===== src/rtl/clas_pkg.sv =====
// ============================================================================
// Module      : clas_pkg
// Description : Shared constants for the CLAS result stage: datapath width,
//               op encodings and FIFO entry layout. Honours CLAS_RESULT_OVF_EN.
// Revision    : 1.0 - initial release
// ============================================================================
`default_nettype none

package clas_pkg;

    localparam int CLAS_WIDTH = 32;

    localparam logic OP_ADD = 1'b0;
    localparam logic OP_SUB = 1'b1;

    // Entry layout: {flags, result}; flag offsets are relative to bit WIDTH.
    localparam int FLG_COUT = 0;
    localparam int FLG_ZERO = 1;
    localparam int FLG_NEG  = 2;
`ifdef CLAS_RESULT_OVF_EN
    localparam int FLG_OVF       = 3;
    localparam int ENT_FLAG_BITS = 4;
`else
    localparam int ENT_FLAG_BITS = 3;
`endif

    function automatic int entry_width(input int w);
        return w + ENT_FLAG_BITS;
    endfunction

endpackage

`default_nettype wire


===== src/rtl/clas_flag_gen.sv =====
// ============================================================================
// Module      : clas_flag_gen
// Description : Combinational flag derivation and self-check of a CLAS result
//               against a +/- b. Overflow flag only when CLAS_RESULT_OVF_EN.
// Revision    : 1.0 - initial release
// ============================================================================
`default_nettype none

module clas_flag_gen
    import clas_pkg::*;
#(
    parameter int WIDTH = CLAS_WIDTH
) (
    input  logic [WIDTH-1:0] a,
    input  logic [WIDTH-1:0] b,
    input  logic             sel,
    input  logic [WIDTH-1:0] result,
    input  logic             c_out,
    output logic             zero,
    output logic             neg,
    output logic             ovf,
    output logic             mismatch
);

    logic [WIDTH:0] w_exp;

    // Subtract as a + ~b + 1 so the carry-out is the "no borrow" indication.
    always_comb begin
        if (sel == OP_ADD) begin
            w_exp = {1'b0, a} + {1'b0, b};
        end else begin
            w_exp = {1'b0, a} + {1'b0, ~b} + {{WIDTH{1'b0}}, 1'b1};
        end
    end

    assign zero     = (result == '0);
    assign neg      = result[WIDTH-1];
    assign mismatch = (w_exp[WIDTH-1:0] != result) || (w_exp[WIDTH] != c_out);

`ifdef CLAS_RESULT_OVF_EN
    always_comb begin
        if (sel == OP_SUB) begin
            ovf = (a[WIDTH-1] != b[WIDTH-1]) && (result[WIDTH-1] != a[WIDTH-1]);
        end else begin
            ovf = (a[WIDTH-1] == b[WIDTH-1]) && (result[WIDTH-1] != a[WIDTH-1]);
        end
    end
`else
    assign ovf = 1'b0;
`endif

endmodule

`default_nettype wire


===== src/rtl/clas_result_stage.sv =====
// ============================================================================
// Module      : clas_result_stage
// Description : Capture stage for the CLAS adder: flags, sticky self-check and
//               a first-word fall-through FIFO. Option macro: CLAS_RESULT_OVF_EN.
// Revision    : 1.0 - initial release
// ============================================================================
`default_nettype none

module clas_result_stage
    import clas_pkg::*;
#(
    parameter int WIDTH = CLAS_WIDTH,
    parameter int DEPTH = 4
) (
    input  logic                     clk,
    input  logic                     rst_n,
    input  logic                     in_valid,
    output logic                     in_ready,
    input  logic [WIDTH-1:0]         in_a,
    input  logic [WIDTH-1:0]         in_b,
    input  logic                     in_sel,
    input  logic [WIDTH-1:0]         in_result,
    input  logic                     in_c_out,
    output logic                     out_valid,
    input  logic                     out_ready,
    output logic [WIDTH-1:0]         out_result,
    output logic                     out_c_out,
    output logic                     out_zero,
    output logic                     out_neg,
    output logic                     out_ovf,
    output logic [$clog2(DEPTH):0]   count,
    output logic                     chk_err
);

    localparam int              AW       = $clog2(DEPTH);
    localparam int              EW       = entry_width(WIDTH);
    localparam logic [AW:0]     FULL_CNT = (AW+1)'(DEPTH);
    localparam logic [AW:0]     CNT_ONE  = (AW+1)'(1);
    localparam logic [AW-1:0]   PTR_ONE  = AW'(1);

    logic [EW-1:0] mem_q [DEPTH];
    logic [EW-1:0] mem_d [DEPTH];
    logic [AW-1:0] wr_ptr_q, wr_ptr_d;
    logic [AW-1:0] rd_ptr_q, rd_ptr_d;
    logic [AW:0]   count_q, count_d;
    logic          chk_err_q, chk_err_d;

    logic          w_zero, w_neg, w_mismatch;
    logic          w_push, w_pop;
    logic [EW-1:0] w_entry, w_head;
`ifdef CLAS_RESULT_OVF_EN
    logic          w_ovf;
`else
    logic          w_ovf_unused;
`endif

    clas_flag_gen #(
        .WIDTH    (WIDTH)
    ) u_flag_gen (
        .a        (in_a),
        .b        (in_b),
        .sel      (in_sel),
        .result   (in_result),
        .c_out    (in_c_out),
        .zero     (w_zero),
        .neg      (w_neg),
`ifdef CLAS_RESULT_OVF_EN
        .ovf      (w_ovf),
`else
        .ovf      (w_ovf_unused),
`endif
        .mismatch (w_mismatch)
    );

    // Ready/valid come straight from registered occupancy, so a pop never
    // re-opens a full FIFO in the same cycle.
    assign in_ready  = (count_q != FULL_CNT);
    assign out_valid = (count_q != '0);
    assign w_push    = in_valid && in_ready;
    assign w_pop     = out_valid && out_ready;

    always_comb begin
        w_entry                   = '0;
        w_entry[WIDTH-1:0]        = in_result;
        w_entry[WIDTH + FLG_COUT] = in_c_out;
        w_entry[WIDTH + FLG_ZERO] = w_zero;
        w_entry[WIDTH + FLG_NEG]  = w_neg;
`ifdef CLAS_RESULT_OVF_EN
        w_entry[WIDTH + FLG_OVF]  = w_ovf;
`endif
    end

    always_comb begin
        mem_d     = mem_q;
        wr_ptr_d  = wr_ptr_q;
        rd_ptr_d  = rd_ptr_q;
        count_d   = count_q;
        chk_err_d = chk_err_q;

        if (w_push) begin
            mem_d[wr_ptr_q] = w_entry;
            wr_ptr_d        = wr_ptr_q + PTR_ONE;
            chk_err_d       = chk_err_q | w_mismatch;
        end
        if (w_pop) begin
            rd_ptr_d = rd_ptr_q + PTR_ONE;
        end

        case ({w_push, w_pop})
            2'b10:   count_d = count_q + CNT_ONE;
            2'b01:   count_d = count_q - CNT_ONE;
            default: count_d = count_q;
        endcase
    end

    always_ff @(posedge clk or negedge rst_n) begin
        if (!rst_n) begin
            for (int i = 0; i < DEPTH; i++) begin
                mem_q[i] <= '0;
            end
            wr_ptr_q  <= '0;
            rd_ptr_q  <= '0;
            count_q   <= '0;
            chk_err_q <= 1'b0;
        end else begin
            mem_q     <= mem_d;
            wr_ptr_q  <= wr_ptr_d;
            rd_ptr_q  <= rd_ptr_d;
            count_q   <= count_d;
            chk_err_q <= chk_err_d;
        end
    end

    assign w_head     = mem_q[rd_ptr_q];
    assign out_result = w_head[WIDTH-1:0];
    assign out_c_out  = w_head[WIDTH + FLG_COUT];
    assign out_zero   = w_head[WIDTH + FLG_ZERO];
    assign out_neg    = w_head[WIDTH + FLG_NEG];
`ifdef CLAS_RESULT_OVF_EN
    assign out_ovf    = w_head[WIDTH + FLG_OVF];
`else
    assign out_ovf    = 1'b0;
`endif
    assign count      = count_q;
    assign chk_err    = chk_err_q;

endmodule

`default_nettype wire

===== config.mk =====
export PLATFORM = sky130hd
export DESIGN_NAME = clas_result_stage
export DESIGN_NICKNAME = d
export VERILOG_FILES = /design/src/rtl/clas_pkg.sv /design/src/rtl/clas_flag_gen.sv /design/src/rtl/clas_result_stage.sv
export SDC_FILE = /design/constraint.sdc
export NUM_CORES = 1
export LEC_CHECK = 0
export ABC_AREA = 0
export CAP_MARGIN = 20
export CORE_MARGIN = 3
export CORE_UTILIZATION = 51
export DETAILED_ROUTE_END_ITERATION = 8
export PLACE_DENSITY = 0.81
export RECOVER_POWER = 100
export REMOVE_ABC_BUFFERS = 1
export SYNTH_ARGS = -nofsm -noshare
export SYNTH_HDL_FRONTEND = slang
export SYNTH_HIERARCHICAL = 1
export SYNTH_SLANG_ARGS = --single-unit

===== constraint.sdc =====
create_clock -name clk -period 2.2 [get_ports clk]
set_input_delay 0.22 -clock clk [delete_from_list [all_inputs] [get_ports clk]]
set_output_delay 0.22 -clock clk [all_outputs]
set_load 0.02 [all_outputs]

* Yosys cells after proc, flatten, opt, wreduce, memory -nomap -nowiden
Cells that the tools add are included.
** Word-level totals
- Flip-flop bits (word level) :: 148
- Input bits :: 102
- Output and inout bits :: 42
- Logic and storage cells :: 42
** Cells by class
- Add/sub/neg operators :: 7
- Magnitude comparators :: 3
- Equal/unequal tests :: 5
- Multiplexer cells :: 8
- Bitwise operators :: 4
- Reductions and logical operators :: 7
** Operator list (count)
- 140-bit bitwise mux :: 1
- 35-bit two-way mux :: 3
- 35-bit binary-select mux with 2-bit select :: 1
- 35-bit demux with 2-bit select :: 1
- 32-bit by 32-bit adder with 33-bit output :: 2
- 33-bit by 1-bit adder with 33-bit output (second input constant) :: 1
- 33-bit two-way mux :: 1
- 32-bit zero test :: 1
- 32-bit != test :: 1
- 32-bit inverter :: 1
- 3-bit greater-or-equal comparator (second input constant) :: 2
- 2-bit inverter with 3-bit output :: 2
- 3-bit one-hot mux with 2 select lines :: 1
- 2-bit by 1-bit adder with 2-bit output (second input constant) :: 2
- 3-bit by 1-bit adder with 3-bit output (second input constant) :: 1
- 1-bit logical AND :: 3
- 3-bit by 1-bit < comparator with 1-bit output (second input constant) :: 1
- 3-bit != test (second input constant) :: 1
- 3-bit nonzero test :: 1
- 3-bit by 1-bit subtractor with 3-bit output (second input constant) :: 1
- 2-bit by 1-bit == test with 1-bit output (second input constant) :: 1
- 2-bit == test (second input constant) :: 1
- 2-bit nonzero test :: 1
- 1-bit logical OR :: 1
- other kinds (2) :: 2

* Logic depth before layout (Yosys ltp)
- Depth after elaboration :: 7
- Gate-level depth with buffers :: 15
- Gate-level depth less buffers :: 15

* Hierarchy
Netlist, hierarchy kept.
** Modules (own cells, without submodules)
- clas_result_stage :: times used 1, cells each 380, area each 6540.0 um^2, seq. area each 3703.6 um^2
- clas_flag_gen :: times used 1, cells each 687, area each 4501.8 um^2, seq. area each 0.0 um^2

* Least setup slack after synthesis
OpenSTA, ideal clock, no wires.
- Path kind :: input -> register
- Start point :: in in_a[0]
- End point :: reg chk_err_q (netlist: chk_err)
- Setup time :: 0.120 ns
- Arrival :: 3.608 ns
- Data required time :: 2.080 ns
- Path slack :: -1.528 ns
- Stages on the path :: 15
- Path buffers :: 0
- Cell sequence :: inv_1 -> ha_1 -> fa_1 -> nor2b_1 -> o2111ai_2 -> a2111oi_1 -> o21ai_0 -> o311ai_0 -> xnor2_1 -> nand4_1 -> nor4_1 -> nand4_1 -> or4_1 -> or4_1 -> a31o_2
** On the way
- Cells in the longest elaborated chain, start to end :: 6
- Elaborated cells on any way between the ends :: 8
- Those cells by class :: add/sub (3); eq/ne (2); mux (1); bitwise (1); reduce/logical (1)
** Ends and longest elaborated chain
- start, declared :: RTL line clas_result_stage.sv:19 : input logic [WIDTH-1:0] in_a,
- 32-bit by 32-bit adder with 33-bit output :: RTL line clas_flag_gen.sv:32 : w_exp = {1'b0, a} + {1'b0, ~b} + {{WIDTH{1'b0}}, 1'b1};
- 33-bit by 1-bit adder with 33-bit output :: RTL line clas_flag_gen.sv:32
- 33-bit two-way mux (*) :: RTL line clas_flag_gen.sv:29 : if (sel == OP_ADD) begin
- 32-bit != test or 1-bit != test (tied branches) :: RTL line clas_flag_gen.sv:38 : assign mismatch = (w_exp[WIDTH-1:0] != result) || (w_exp[WIDTH] != c_out);
- 1-bit logical OR (*) :: RTL line clas_flag_gen.sv:38
- via w_mismatch :: RTL line clas_result_stage.sv:48 : logic w_zero, w_neg, w_mismatch;
- 1-bit OR (*) :: RTL line clas_result_stage.sv:103 : chk_err_d = chk_err_q | w_mismatch;
- end signal, assigned :: RTL line clas_result_stage.sv:130 : chk_err_q <= chk_err_d;
- end, declared :: RTL line clas_result_stage.sv:46 : logic chk_err_q, chk_err_d;
The timed path passes the listed nets; every way through them passes the cells marked *.
A chain may end at the register's enable or synchronous reset.

* Worst setup path after layout
- Start point :: in in_b[19]
- End point :: reg chk_err_q (netlist: chk_err)
** On the way
- Cells in the longest elaborated chain, start to end :: 7
- Elaborated cells on any way between the ends :: 9
- Those cells by class :: add/sub (3); eq/ne (2); mux (1); bitwise (2); reduce/logical (1)
** Ends and longest elaborated chain
- start, declared :: RTL line clas_result_stage.sv:20 : input logic [WIDTH-1:0] in_b,
- 32-bit inverter :: RTL line clas_flag_gen.sv:32
- 32-bit by 32-bit adder with 33-bit output :: RTL line clas_flag_gen.sv:32
- 33-bit by 1-bit adder with 33-bit output :: RTL line clas_flag_gen.sv:32
- 33-bit two-way mux (*) :: RTL line clas_flag_gen.sv:29
- 32-bit != test or 1-bit != test (tied branches) :: RTL line clas_flag_gen.sv:38
- 1-bit logical OR (*) :: RTL line clas_flag_gen.sv:38
- via w_mismatch :: RTL line clas_result_stage.sv:48
- 1-bit OR (*) :: RTL line clas_result_stage.sv:103
Marked as above.

==> results.yml <==
global_routing:
  antenna_found_initial: 0
  grt_usage_pct: 32.2
  grt_max_degree: 65
  grt_pass1_wl_mm: 60.1
  grt_pass1_vias: 11100
  gr-total-overflow: 0
setup_path:
  r2r_cells: 5
  reg2reg_from: "count[0]$_DFFE_PN0P_"
  path_max_fanout: 6
  arrival_ns: 4.09
  worstSetupPathType: "in -> reg"
  cp.required_ns: 2.52
  reg2reg_to: "mem_q[93]$_DFFE_PN0P_"
  end_kind: "register"
  start_kind: "primary input"
  r2r_slack_ns: 0.08
  crit_start: "in_b[19]"
floorplanning:
  start_util_pct: 52.1
  row_count: 53
  core_area_um2: 21200
  die_x_um: 153
  die-area_um2: 23400
  io_pins: 144
  die_h_um: 153
cts:
  tritoncts: "built"
  clockBufferDepth: 2
  clkTransAtPathRegs_ns: 0.06
  clock_latency_ns: 0.43
  h-tree-depth: 4
  cts_num_sinks: 148
  cts_inserted_buffers: 17
  clock-root-buffer: "clkbuf_16"
timing:
  rsz0062_at_grt: "yes"
  holdWs_ns: 0.484
  fin_crit_sh_pct: 172
  hold_viol_final: 0
  clock_skew_ns: 0.00898
  worst_pin_slew_ns: 0.966
  max_slew_margin_pct: 35.6
  max_freq_mhz: 265
  worst_slack_ns: -1.57
  min_period_ns: 3.77
  setup_viol: 2
  slew_viol_final: 0
run_status:
  status: "complete, but fails checks"
  violations: "setup timing"
routing:
  drt_iter0_drc: 922
  wirelength_mm: 39.2
  dr.pass1.iters: 5
  drc: 0
  ant_nets: 0
  post_drt_wl_per_cell_um: 21.9
  vias_per_cell: 6.04
  num_vias: 10800
min_path:
  hp-class: "in -> async"
placed_design:
  hpwl_mm: 26.5
  portBuffers: 142
  finalWeightedCongestion: 0.965
  place_area_um2: 14800
cells_and_area:
  fill_cells: 1340
  area_delta_synth_final_pct: 48.3
  drive_gt1_share_pct: 45.7
  final_nets: 1679
  fin_area_um2: 16400
  final_util_pct: 77.4
  diodes: 0
synth:
  netlist_instances: 1065
  ys_warn_count: 6
  syn_avg_cell_area_um2: 10.4
  synth_area_um2: 11000
power_and_ir_drop:
  p_per_area_nw_per_um2: 1020
  ir_worst_vdd_v: 0.00105
  p_leak_nw: 7.25
run:
  maxCapViolations: 0
[sequential cells by signal, indices dropped and copies added, names as in the netlist]
signal / count
wr_ptr_q: 2
count: 3
mem_q: 140
rd_ptr_q: 2
chk_err: 1
[per-layer routing]
metal  track usage [%]  part of all wire (%)  vias to the layer above
met5                 0                     0                        -
met4              12.0                   3.8                        0
met3              5.92                   7.7                      104
met2              53.9                    49                      553
met1              41.8                    40                     5362
li1                  -                     -                     4802
[final cells by class]
cell class	instances	area, µm²	share of cell area, %
multi-input combinational	790	7500	45.8
timing repair buffer	477	3950	24.1
sequential	148	3700	22.6
clock buffer	18	439	2.68
tap	275	344	2.10
inverter	70	269	1.64
clock inverter	14	158	0.963
[worst max path at each step]
stage,cells after the start,to,slack (ns)
after global routing,16,chk_err$_DFFE_PN0P_,-1.70
after floorplan,15,chk_err$_DFFE_PN0P_,-1.53
after CTS,15,chk_err$_DFFE_PN0P_,-1.57
after detailed placement,17,chk_err$_DFFE_PN0P_,-2.48
after global placement,17,chk_err$_DFFE_PN0P_,-2.41
final,15,chk_err$_DFFE_PN0P_,-1.57
[critical path, cell delays in order]
cell             delay, ns
clkdlybuf4s50_1       0.50
inv_1                 0.06
ha_1                  0.30
buf_4                 0.18
a21oi_1               0.27
o21ai_0               0.20
a22oi_2               0.32
nor2_1                0.09
a311oi_2              0.31
xnor2_1               0.16
nor2_1                0.10
nand4_1               0.11
or4_4                 0.49
or4_4                 0.56
a31o_4                0.23
[layout by cell type (no fill, tap or decap), drive strengths merged, types with 14 or more instances in the layout]
cell type      instances
nor4                  25
clkdlybuf4s50         62
a21oi                 69
nand3                 18
ha                    70
buf                  327
dlygate4sd2           26
dfrtp                148
dlymetal6s2s          14
o21ai                 36
a21o                  15
mux2                 143
nor2                  63
xnor2                 43
nor3                  18
inv                   69
a211oi                16
nand2                 54
mux4                  35
clkbuf                50
xor2                  21
[stage by stage]
step           TNS [ns]  worst slack (ns)  power (W)  cells
2_1_floorplan    -11.13             -1.53    0.00982   1008
3_3_place_gp      -2.41             -2.41     0.0133   1720
3_5_place_dp      -2.48             -2.48     0.0136   1720
4_1_cts           -1.57             -1.57     0.0168   1781
5_1_grt           -3.50             -1.70     0.0175   1792
6_report          -1.60             -1.57     0.0167   1792
[repair_timing]
item | in CTS | in global routing
endpoints found under the hold margin | 35 | 0
pin swaps | 50 | 52
setup endpoints to repair | 36 | 29
hold buffers | 1 | 0
gates resized for setup | 207 | 130
buffers inserted | 29 | 11
[report_power, final]
group,internal [W],leakage [nW],switching [W]
clock network,0.00171,0.271,0.00121
registers,0.00410,1.76,0.000855
logic,0.00458,5.22,0.00427
total,0.0104,7.25,0.00634
(Power assumes the default switching activity.)
